## config.mk

```make
export PLATFORM = sky130hd
export DESIGN_NAME = wide_add_sequencer
export DESIGN_NICKNAME = d
export VERILOG_FILES = /design/src/rtl/wide_add_sequencer_pkg.sv /design/src/rtl/wide_add_sequencer_cla.sv /design/src/rtl/wide_add_sequencer.sv
export SDC_FILE = /design/constraint.sdc
export NUM_CORES = 1
export LEC_CHECK = 0
export ABC_AREA = 1
export CAP_MARGIN = 20
export CORE_MARGIN = 8
export CORE_UTILIZATION = 50
export DETAILED_ROUTE_END_ITERATION = 6
export HOLD_SLACK_MARGIN = 0.06
export PLACE_DENSITY = 0.86
export SLEW_MARGIN = 10
export SYNTH_ARGS = -nofsm -noshare
export SYNTH_HDL_FRONTEND = slang
export SYNTH_SLANG_ARGS = --single-unit
```

## constraint.sdc

```tcl
create_clock -name clk -period 39.8 [get_ports clk]
set_input_delay 5.97 -clock clk [delete_from_list [all_inputs] [get_ports clk]]
set_output_delay 5.97 -clock clk [all_outputs]
set_load 0.02 [all_outputs]
```

## src/rtl/wide_add_sequencer_pkg.sv

```systemverilog
// wide_add_sequencer_pkg: shared state encoding and sizing helpers for the wide add sequencer.
package wide_add_sequencer_pkg;
    typedef enum logic [1:0] {
        IDLE = 2'd0,
        RUN  = 2'd1,
        DONE = 2'd2
    } state_t;

    localparam int DEF_WORDS = 4;
    localparam int DEF_IDX_W = $clog2(DEF_WORDS);

    function automatic int idx_w(input int words);
        return (words < 2) ? 1 : $clog2(words);
    endfunction
endpackage

```

## src/rtl/wide_add_sequencer_cla.sv

```systemverilog
// CLA_adder: single WIDTH-bit carry-lookahead slice with carry-out and signed overflow.
module CLA_adder #(
    parameter int WIDTH = 32
) (
    input  logic [WIDTH-1:0] a,
    input  logic [WIDTH-1:0] b,
    input  logic             cin,
    output logic [WIDTH-1:0] sum,
    output logic             cout,
    output logic             overflow
);
    logic [WIDTH-1:0] g, p;
    logic [WIDTH:0]   c;

    assign g = a & b;
    assign p = a ^ b;

    always_comb begin
        c    = '0;
        c[0] = cin;
        for (int i = 0; i < WIDTH; i++)
            c[i+1] = g[i] | (p[i] & c[i]);
    end

    assign sum      = p ^ c[WIDTH-1:0];
    assign cout     = c[WIDTH];
    assign overflow = ~(a[WIDTH-1] ^ b[WIDTH-1]) & (a[WIDTH-1] ^ sum[WIDTH-1]);
endmodule

```

## src/rtl/wide_add_sequencer.sv

```systemverilog
// wide_add_sequencer: WORDS*WIDTH-bit add/subtract done one slice per cycle on one shared CLA slice.
module wide_add_sequencer
    import wide_add_sequencer_pkg::*;
#(
    parameter int WIDTH = 32,
    parameter int WORDS = 4
) (
    input  logic                   clk,
    input  logic                   rst_n,
    input  logic                   start,
    input  logic                   sub,
    input  logic [WIDTH*WORDS-1:0] A,
    input  logic [WIDTH*WORDS-1:0] B,
    input  logic                   Cin,
    output logic                   busy,
    output logic                   done,
    output logic [WIDTH*WORDS-1:0] Sum,
    output logic                   Cout,
    output logic                   overflow
);
    localparam int N  = WIDTH * WORDS;
    localparam int KW = idx_w(WORDS);

    state_t           state, state_nx;
    logic [N-1:0]     a_r, b_r;
    logic             carry;
    logic [KW-1:0]    k;
    logic [WIDTH-1:0] s;
    logic             co, ov, last, accept;

    CLA_adder #(.WIDTH(WIDTH)) u_cla (
        .a       (a_r[int'(k)*WIDTH +: WIDTH]),
        .b       (b_r[int'(k)*WIDTH +: WIDTH]),
        .cin     (carry),
        .sum     (s),
        .cout    (co),
        .overflow(ov)
    );

    assign last   = (k == KW'(WORDS - 1));
    assign accept = start && (state != RUN);
    assign busy   = (state == RUN);
    assign done   = (state == DONE);

    always_comb begin
        state_nx = state;
        if (state == RUN)
            state_nx = last ? DONE : RUN;
        else
            state_nx = accept ? RUN : IDLE;
    end

    always_ff @(posedge clk) begin
        if (!rst_n) begin
            state    <= IDLE;
            a_r      <= '0;
            b_r      <= '0;
            carry    <= 1'b0;
            k        <= '0;
            Sum      <= '0;
            Cout     <= 1'b0;
            overflow <= 1'b0;
        end else begin
            state <= state_nx;
            if (accept) begin
                // subtraction is A + ~B + 1, so Cin is dropped in sub mode
                a_r   <= A;
                b_r   <= sub ? ~B : B;
                carry <= sub | Cin;
                k     <= '0;
            end else if (state == RUN) begin
                Sum[int'(k)*WIDTH +: WIDTH] <= s;
                carry <= co;
                k     <= k + 1'b1;
                if (last) begin
                    Cout     <= co;
                    overflow <= ov;
                end
            end
        end
    end
endmodule

```

==> impl_metrics.json <==
{
  "run_status": "completed",
  "path_clk_slew_ps": 70,
  "hold_class": "flip-flop to flip-flop",
  "nFillCells": 2823,
  "startpoint_type": "flip-flop",
  "wire_length_of_the_first_global_routing_pass_um": 95000,
  "final_layout_size_suffix_gt1_share_pct": 3.82,
  "ir_drop_mv": 0.0238,
  "yosys-top-cells-area": "dfxtp_1 45%, nor2_1 7.9%, o21ai_0 7.4%, xnor2_1 6.4%, nand2_1 6.3%",
  "postRouteWirelength_um": 63800,
  "netSwitchingPower_mw": 0.270,
  "detail_route.first_pass.iterations": 6,
  "clock-skew-final_ps": 17.5,
  "synth-seq-area-share_pct": 44.9,
  "synth.lib_cells_used.distinct": 26,
  "n_diodes": 0,
  "grt_use_met1_pct": 36.9,
  "post-synth-top-area-fraction_pct": 44.9,
  "drt_first_iter_violations": 2175,
  "worstSkewPairLatency_ps": 530,
  "timing.final.setup_violations": 0,
  "core_area_mm2": 0.0345,
  "placed_cells": 2921,
  "finalHoldViolations": 0,
  "maxSlewHeadroom_pct": 22.8,
  "max_freq_mhz": 64.7,
  "die_w_um": 203,
  "endpoint_kind": "flip-flop",
  "antenna_found_initial": 0,
  "asyncSetResetFlopFracSynth_pct": 0,
  "post_dp_cell_area_mm2": 0.0212,
  "finish.instance_area_mm2": 0.0225,
  "clock_tree.root_cell": "clkbuf_16",
  "finalWorstSetupSlack_ps": 24340,
  "drv_slew": 0,
  "p_leak_nw": 7.94,
  "criticalPathCategory": "flip-flop to flip-flop",
  "vias": 17146,
  "die_y_um": 203,
  "gr-usage-met3_pct": 7.28,
  "synthCells": 2254,
  "cap_violations": 0,
  "area_delta_synth_final_pct": 29.0,
  "rsz0062_at_grt": "false",
  "cts_buffers": 40,
  "yosys.area.top_type": "dfxtp_1",
  "worstHoldPathCells": 2,
  "total_congestion_overflow_after_global_routing": 0,
  "synth.top_cells.by_count": "391 x dfxtp_1, 369 x nor2_1, 291 x nand2_1",
  "avgRoutedWirePerCell_um": 21.3,
  "seqPwrFrac_pct": 44.3,
  "cts_htree_levels": 2,
  "starting_utilization_of_the_core_area_pct": 50.6,
  "ys.flop_type": "dfxtp_1",
  "core.rowCount": 68,
  "cp_data_required_time_ps": 40160,
  "cts_buffer_depth": 3,
  "place.detailed.hpwl_um": 46900,
  "cts_post_setup_buffers_inserted": 0,
  "path_max_fanout": 64,
  "cpMaxStageDelayCell": "buf_4",
  "cell_internal_pwr_mw": 0.701,
  "clock_sink_count": 391,
  "layout.cells.non_filler": 2991,
  "p_comb_share_pct": 17.8,
  "synth.avg_cell_area_um2": 7.74,
  "globalRouteMet2Util_pct": 46.7,
  "fin_crit_ps": 15460,
  "synthesis.yosys.warnings": 0,
  "grt.total_usage_pct": 29.3,
  "multi_input_area_mm2": 0.00842,
  "power_per_cell_area_mw_per_mm2": 43.1,
  "io-pin-count": 393,
  "worst-r2r-cell-count": 42,
  "cts.hold.buffers_added": 0,
  "synth_seq_cells": 391,
  "nets": 2810,
  "tritoncts": "built",
  "synth-edff-count": 0,
  "setup_total_negative_slack_ps": 0,
  "post_synth_instance_area_mm2": 0.0174,
  "grt-busiest-layer": "met2",
  "hold-worst-slack_ps": 470,
  "port-buffer-count": 392,
  "post_cts_resized": 0,
  "placement.setup.worst_slack_ps": 24550,
  "finalWeightedCongestion": 0.938,
  "cp_data_arrival_time_ps": 15820,
  "detail_route.drc_violations": 0,
  "ff_latch_area_mm2": 0.00783,
  "crit_path_frequent_cell": "fa_1",
  "grt_pass1_vias": 16354,
  "timing_worst_slew_pin_value_ps": 1150,
  "final_cycle_share_pct": 38.8,
  "switching_share_pct": 27.8,
  "yosysMostFrequentCell": "dfxtp_1",
  "routed_vias_inst": 5.73,
  "critical_path_s_largest_stage_delay_ps": 640,
  "floorplan.die_area_mm2": 0.0411,
  "net_count_after_synthesis": 2554,
  "antenna_violating_nets_post_route": 0,
  "grt_start_max_net_pins": 158,
  "pwr-share-clk_pct": 37.9
}
[per-layer routing]
layer | wire (um) | vias up
met4 | 3110 | 0
met5 | 0 | -
li1 | - | 7976
met3 | 6910 | 168
met1 | 24700 | 7951
met2 | 29100 | 1051
[final cells by class]
cell class / instances / share of cell area, %
Inverter: 86 / 1.45
Timing Repair Buffer: 410 / 18.2
Sequential cell: 391 / 34.8
Multi-Input combinational cell: 1581 / 37.4
Tap cell: 455 / 2.53
Clock buffer: 58 / 5.15
Clock inverter: 10 / 0.445
[flip-flops by register name (all words and copies together) (netlist names)]
name and cells:
carry 1, k 2, Sum 128, b_r 128, overflow 1, Cout 1, a_r 128, state 2
[cell usage in the layout (no fill, tap or decap), types with 30 or more instances in the layout]
cell	n
clkbuf_16	41
dfxtp_1	390
clkdlybuf4s50_1	390
nor2_1	368
o21ai_0	258
nor3_1	30
a32o_1	30
xnor2_1	128
nand3_1	77
inv_1	80
o21ai_1	60
a21oi_1	198
nand4_1	30
nand2_1	289
o22ai_1	63
fa_1	32
[kinds of logic (layout without fill, tap and decap cells)]
family	Yosys count	in the layout	share of synthesized area, %
and+or+nand+nor	805	805	18.8
adders and majority gates	39	39	4.17
AOI/OAI and AO/OA	609	609	18.8
DFF	391	391	44.9
buffers and inverters	282	564	6.95
xor gates and xnor gates	128	128	6.43
[stage by stage]
stage               util [%]  power, mW
floorplan                  -      0.529
global placement        61.5      0.602
detailed placement      61.5      0.606
CTS                     65.2      0.967
global route            65.3       1.00
finish                  65.3      0.970
[worst paths after layout]
kind | start | to | slack (ps)
setup / recovery | k[0]$_SDFFE_PP0P_ | Sum[127]$_SDFFE_PN0P_ | 24340
hold / removal | Sum[112]$_SDFFE_PN0P_ | Sum[112]$_SDFFE_PN0P_ | 470
setup reg to reg | k[0]$_SDFFE_PP0P_ | Sum[127]$_SDFFE_PN0P_ | 24340
hold reg to reg | Sum[112]$_SDFFE_PN0P_ | Sum[112]$_SDFFE_PN0P_ | 470
[critical path, delay by kind of cell (launching register included)]
kind                       cells  cell delay (ps)
DFF                            1              480
buffers and inverters          4             1260
and+or+nand+nor                3              280
adders and majority gates     32            12790
AOI/OAI and AO/OA              3              450
[power groups by stage]
stage	clock [mW]	sequential [mW]	combinational (mW)
6_report	0.368	0.430	0.173
5_1_grt	0.385	0.432	0.185
4_1_cts	0.368	0.429	0.169
3_5_place_dp	0	0.438	0.168
3_3_place_gp	0	0.437	0.165
2_1_floorplan	0	0.437	0.0913
(Power assumes the default switching activity.)
==> RTL change 1: new RTL, same settings <==
The 3 states of `state_t` get a one-hot encoding in 3 bits.
--- a/src/rtl/wide_add_sequencer_pkg.sv
+++ b/src/rtl/wide_add_sequencer_pkg.sv
@@ -1,9 +1,9 @@
 // wide_add_sequencer_pkg: shared state encoding and sizing helpers for the wide add sequencer.
 package wide_add_sequencer_pkg;
-    typedef enum logic [1:0] {
-        IDLE = 2'd0,
-        RUN  = 2'd1,
-        DONE = 2'd2
+    typedef enum logic [2:0] {
+        IDLE = 3'b001,
+        RUN  = 3'b010,
+        DONE = 3'b100
     } state_t;
 
     localparam int DEF_WORDS = 4;
Check against the original RTL: no difference found for any inputs over 4 cycles, from zero or initial values and one cycle with rst_n low; so few cycles prove little.
==> RTL change 1 against the unedited design <==
Routed wire length down 1.7%; final area up 4.3%; power about the same; critical path depth unchanged; sequential cell count is 1 higher; synthesized area increased by 5.3%; synthesized cell count grew 3.9%; clock power up 7.6%; utilization fell by 0.86 points; worst setup slack gained 0.46 ns; global-route usage is 1.8 points lower; largest cell class unchanged.
==> RTL change 1: results (changes against the unedited design) <==
[detailed_routing]
wire_per_inst_um=20.3  ; -5.0%

[final_layout]
num_antenna_cells=2  ; +2
fill_cells=3012  ; +6.7%
fin_util_pct=64.4  ; -0.86 points
clock_area_share_pct=6.00  ; +0.40 points
multi_input_gates=1644  ; +4.0%
seqCellArea_sq_um=7850  ; +0.26%
drive_gt1_share_pct=6.52  ; +2.7 points
multi_input_area_sq_um=9160  ; +8.8%

[clock_network]
clkSinkCount=392  ; +0.26%

[placed_design]
dpl.hpwl_mm=45.6  ; -2.6%
place_area_sq_um=22000  ; +3.9%
dp_cells=3016  ; +3.3%
gp_congestion=0.944  ; +0.62%

[critical_path]
slowest_delay_ns=0.66  ; +0.02 ns
cp.arrival_ns=15.42  ; -0.40 ns
crit_path_max_fanout=72  ; +13%

[grt]
grt_usage_pct=27.5  ; -1.8 points
grt_pass1_wl_mm=95.0  ; about the same

[sta]
fin_skew_ns=0.0221  ; +0.00457 ns
min_period_ns=15.00  ; -0.463 ns

[pwr]
p_switching_mw=0.256  ; -5.0%
p_clk_mw=0.396  ; +7.6%
p_leak_nw=8.73  ; +9.9%
p_comb_mw=0.148  ; -14%

[synthesis]
synth_compound_area_share_pct=21.4  ; +2.6 points
synth-xor-area-share_pct=6.10  ; -0.33 points
netlist-cell-type-count=35  ; +35%

[run_status]
outcome=finished clean

[hold_path]
hold_start=b_r[4]
holdPathEnd=b_r[4]

-- RTL change 1: cell count changes after synthesis, moves of 15 or more --
cell      before  now
nand2_1      291  263
buf_2         82   97
clkbuf_1      92   65
xnor2_1      128   68
nand4_1       30    1
a211oi_2       0   62
nor2_1       369  447
xor2_1         0   60
o22ai_1       63    3
o211a_1        0   16
inv_1         80   99
o21ai_1       60    6
o21ai_0      258  298
a21oi_1      198  220
-- RTL change 1: layer usage --
layer  GRT usage [%]  share of wire (%)  vias to the layer above
li1                -                  -                     8217
met1            32.6                 39                     8155
met2            46.4                 48                      829
met3            5.78                7.9                      182
met4            14.8                5.5                        0
met5               0                  0                        -
-- RTL change 1: worst max-delay path, delay by kind of cell, from the launching register on --
family,cells,cell delay [ns]
flops,1,0.46
fa+ha+maj,32,12.63
compound gates,3,0.53
simple gates,3,0.25
buf+inv,4,1.01
==> RTL change 2: new RTL, same settings <==
Without the edit above. `WORDS`: 4 -> 2.
--- a/src/rtl/wide_add_sequencer.sv
+++ b/src/rtl/wide_add_sequencer.sv
@@ -3,7 +3,7 @@
     import wide_add_sequencer_pkg::*;
 #(
     parameter int WIDTH = 32,
-    parameter int WORDS = 4
+    parameter int WORDS = 2
 ) (
     input  logic                   clk,
     input  logic                   rst_n,
Interface: changed (resized A, B and Sum); port bits go from 393 to 201. No check against the original RTL was run, so the function may have changed too.
==> RTL change 2 against the unedited design <==
First-iteration DRC count down 75%; highest routed layer is now met5; maximum frequency up 4.9%; synthesized area down 48%; sequential cell count down 193; power down 48%; worst setup slack better by 0.72 ns; routed wire length down 64%; final area down 48%.
==> RTL change 2: results (changes against the unedited design) <==
[critical_path]
rr_worst_depth=40  ; -4.8%
critPathSlowestCell=dfxtp_4
crit_path_max_fanout=40  ; -38%
crit_family=adder cells
r2r-start=k
worst_r2r_endpoint=overflow
cp.arrival_ns=15.07  ; -0.75 ns
r2r_slack_ns=25.06  ; +0.72 ns
slowest_delay_ns=0.67  ; +0.03 ns
worst-setup-path-type=reg -> reg

[synthesis]
netlist-cell-type-count=24  ; -7.7%
synth_commonest_cells=nor2_1, nand2_1, dfxtp_1
synth_fp_nets=1316  ; -48%
ys.flop_type=dfxtp_1
synth_area_leaders=dfxtp_1, nor2_1, nand2_1, fa_1, mux2i_1
ys_seq_area_share_pct=43.6  ; -1.3 points

[grt]
grt_usage_pct=20.2  ; -9.1 points
grt_antenna_before_repair=2  ; +2
grt_max_degree=123  ; -22%
grt_pass1_wl_mm=36.2  ; -62%
grt_pass1_vias=7120  ; -56%

[final_layout]
fill_cells=1515  ; -46%
largestRegisters=Sum x64, a_r x64, b_r x64
drive_gt1_share_pct=3.58  ; -0.25 points
fin_nets=1467  ; -48%

[placed_design]
gp_congestion=0.860  ; -8.3%
dpl.hpwl_mm=16.6  ; -64%
port_buffers=200  ; -49%

[clock_network]
cts_setup_buffers=0  ; unchanged
htree_levels=4  ; +2
cts_made_buffers=17  ; -57%
path_clk_slew_ns=0.07  ; about the same
cts_resized=0  ; unchanged
cts_buffer_depth=2  ; -1
clkLatencyLatePin_ns=0.43  ; -0.10 ns

[hold_path]
hold_start=Sum[51]
holdPathStages=2  ; unchanged
holdPathEnd=Sum[51]

[sta]
fin_skew_ns=0.00782  ; -0.00973 ns
worst_pin_slew_ns=1.01  ; -0.145 ns

[detailed_routing]
wire_per_inst_um=15.0  ; -30%
dr.pass1.iters=5  ; -1
drt_iter0_markers=535  ; -75%
drt-vias-per-instance=4.86  ; -15%

[pwr]
p_leak_nw=4.86  ; -39%
irDropWorstVdd_mv=0.0312  ; +31%

[run_status]
outcome=finished clean

## RTL change 2: cell types whose count changed after synthesis, moves of 41 or more
cell and change:
nand2_1 -44, o21ai_1 -41, dfxtp_1 -193, mux2i_1 +60
o22ai_1 -63, a21oi_1 -196, buf_2 -59, nor2_1 -46
nand3_1 -73, xnor2_1 -64, o21ai_0 -181, clkbuf_1 -72
## RTL change 2: cell type report
cell class                 instances  area (sq um)  area share [%]
clock buffer                      21           472            4.06
antenna                            2          5.00          0.0431
timing repair buffer             204          2050            17.6
sequential                       198          3970            34.1
tap                              229           287            2.47
multi-input combinational        837          4530            39.0
clock inverter                    11           140            1.21
inverter                          43           166            1.43
## RTL change 2: how the worst max path moves through the flow
| stage | startpoint | end | slack (ns) | cells past startpoint |
|---|---|---|---|---|
| floorplan | k | overflow | 26.40 | 41 |
| global placement | k | overflow | 25.36 | 40 |
| detailed placement | k | overflow | 25.20 | 40 |
| CTS | k | overflow | 25.16 | 40 |
| global route | k | overflow | 24.57 | 40 |
| finish | k | overflow | 25.06 | 40 |
## RTL change 2: routing by layer
layer	share of wire, %	global-route usage, %
met1	44	26.9
met2	47	31.1
met3	6.1	4.00
met4	2.8	9.25
met5	0.039	0
## RTL change 2: logic make-up after synthesis
logic type,after synthesis,share of synthesized area [%]
adders and majority gates,33,7.18
muxes,60,6.60
AOI/OAI and AO/OA,98,5.39
buffers and inverters,115,6.55
xor gates and xnor gates,64,6.16
and+or+nand+nor,582,24.5
DFF,198,43.6
## RTL change 2: where the power goes
part / switching (mW) / total [mW] / internal, mW
combinational: 0.0599 / 0.108 / 0.0478
clock: 0.0772 / 0.177 / 0.0994
sequential: 0.00981 / 0.224 / 0.215
total: 0.147 / 0.509 / 0.362
## RTL change 2: worst reg2reg max path, delay by kind of cell, from the launching register on
family                   cells  cell delay, ns
buffers and inverters        3            0.81
adder cells (fa/ha/maj)     32           12.57
flip-flops                   1            0.67
AND/OR/NAND/NOR              5            0.59
## RTL change 2: through the flow
stage	std cells	setup WS [ns]	hold WS, ns	utilization [%]	cell area, sq um
2_1_floorplan	1150	26.40	0.454	-	9090
6_report	1545	25.06	0.445	64.9	11600
5_1_grt	1544	24.57	0.459	64.9	11600
3_3_place_gp	1510	25.36	0.427	61.3	11000
3_5_place_dp	1510	25.20	0.432	61.3	11000
4_1_cts	1542	25.16	0.449	64.7	11600
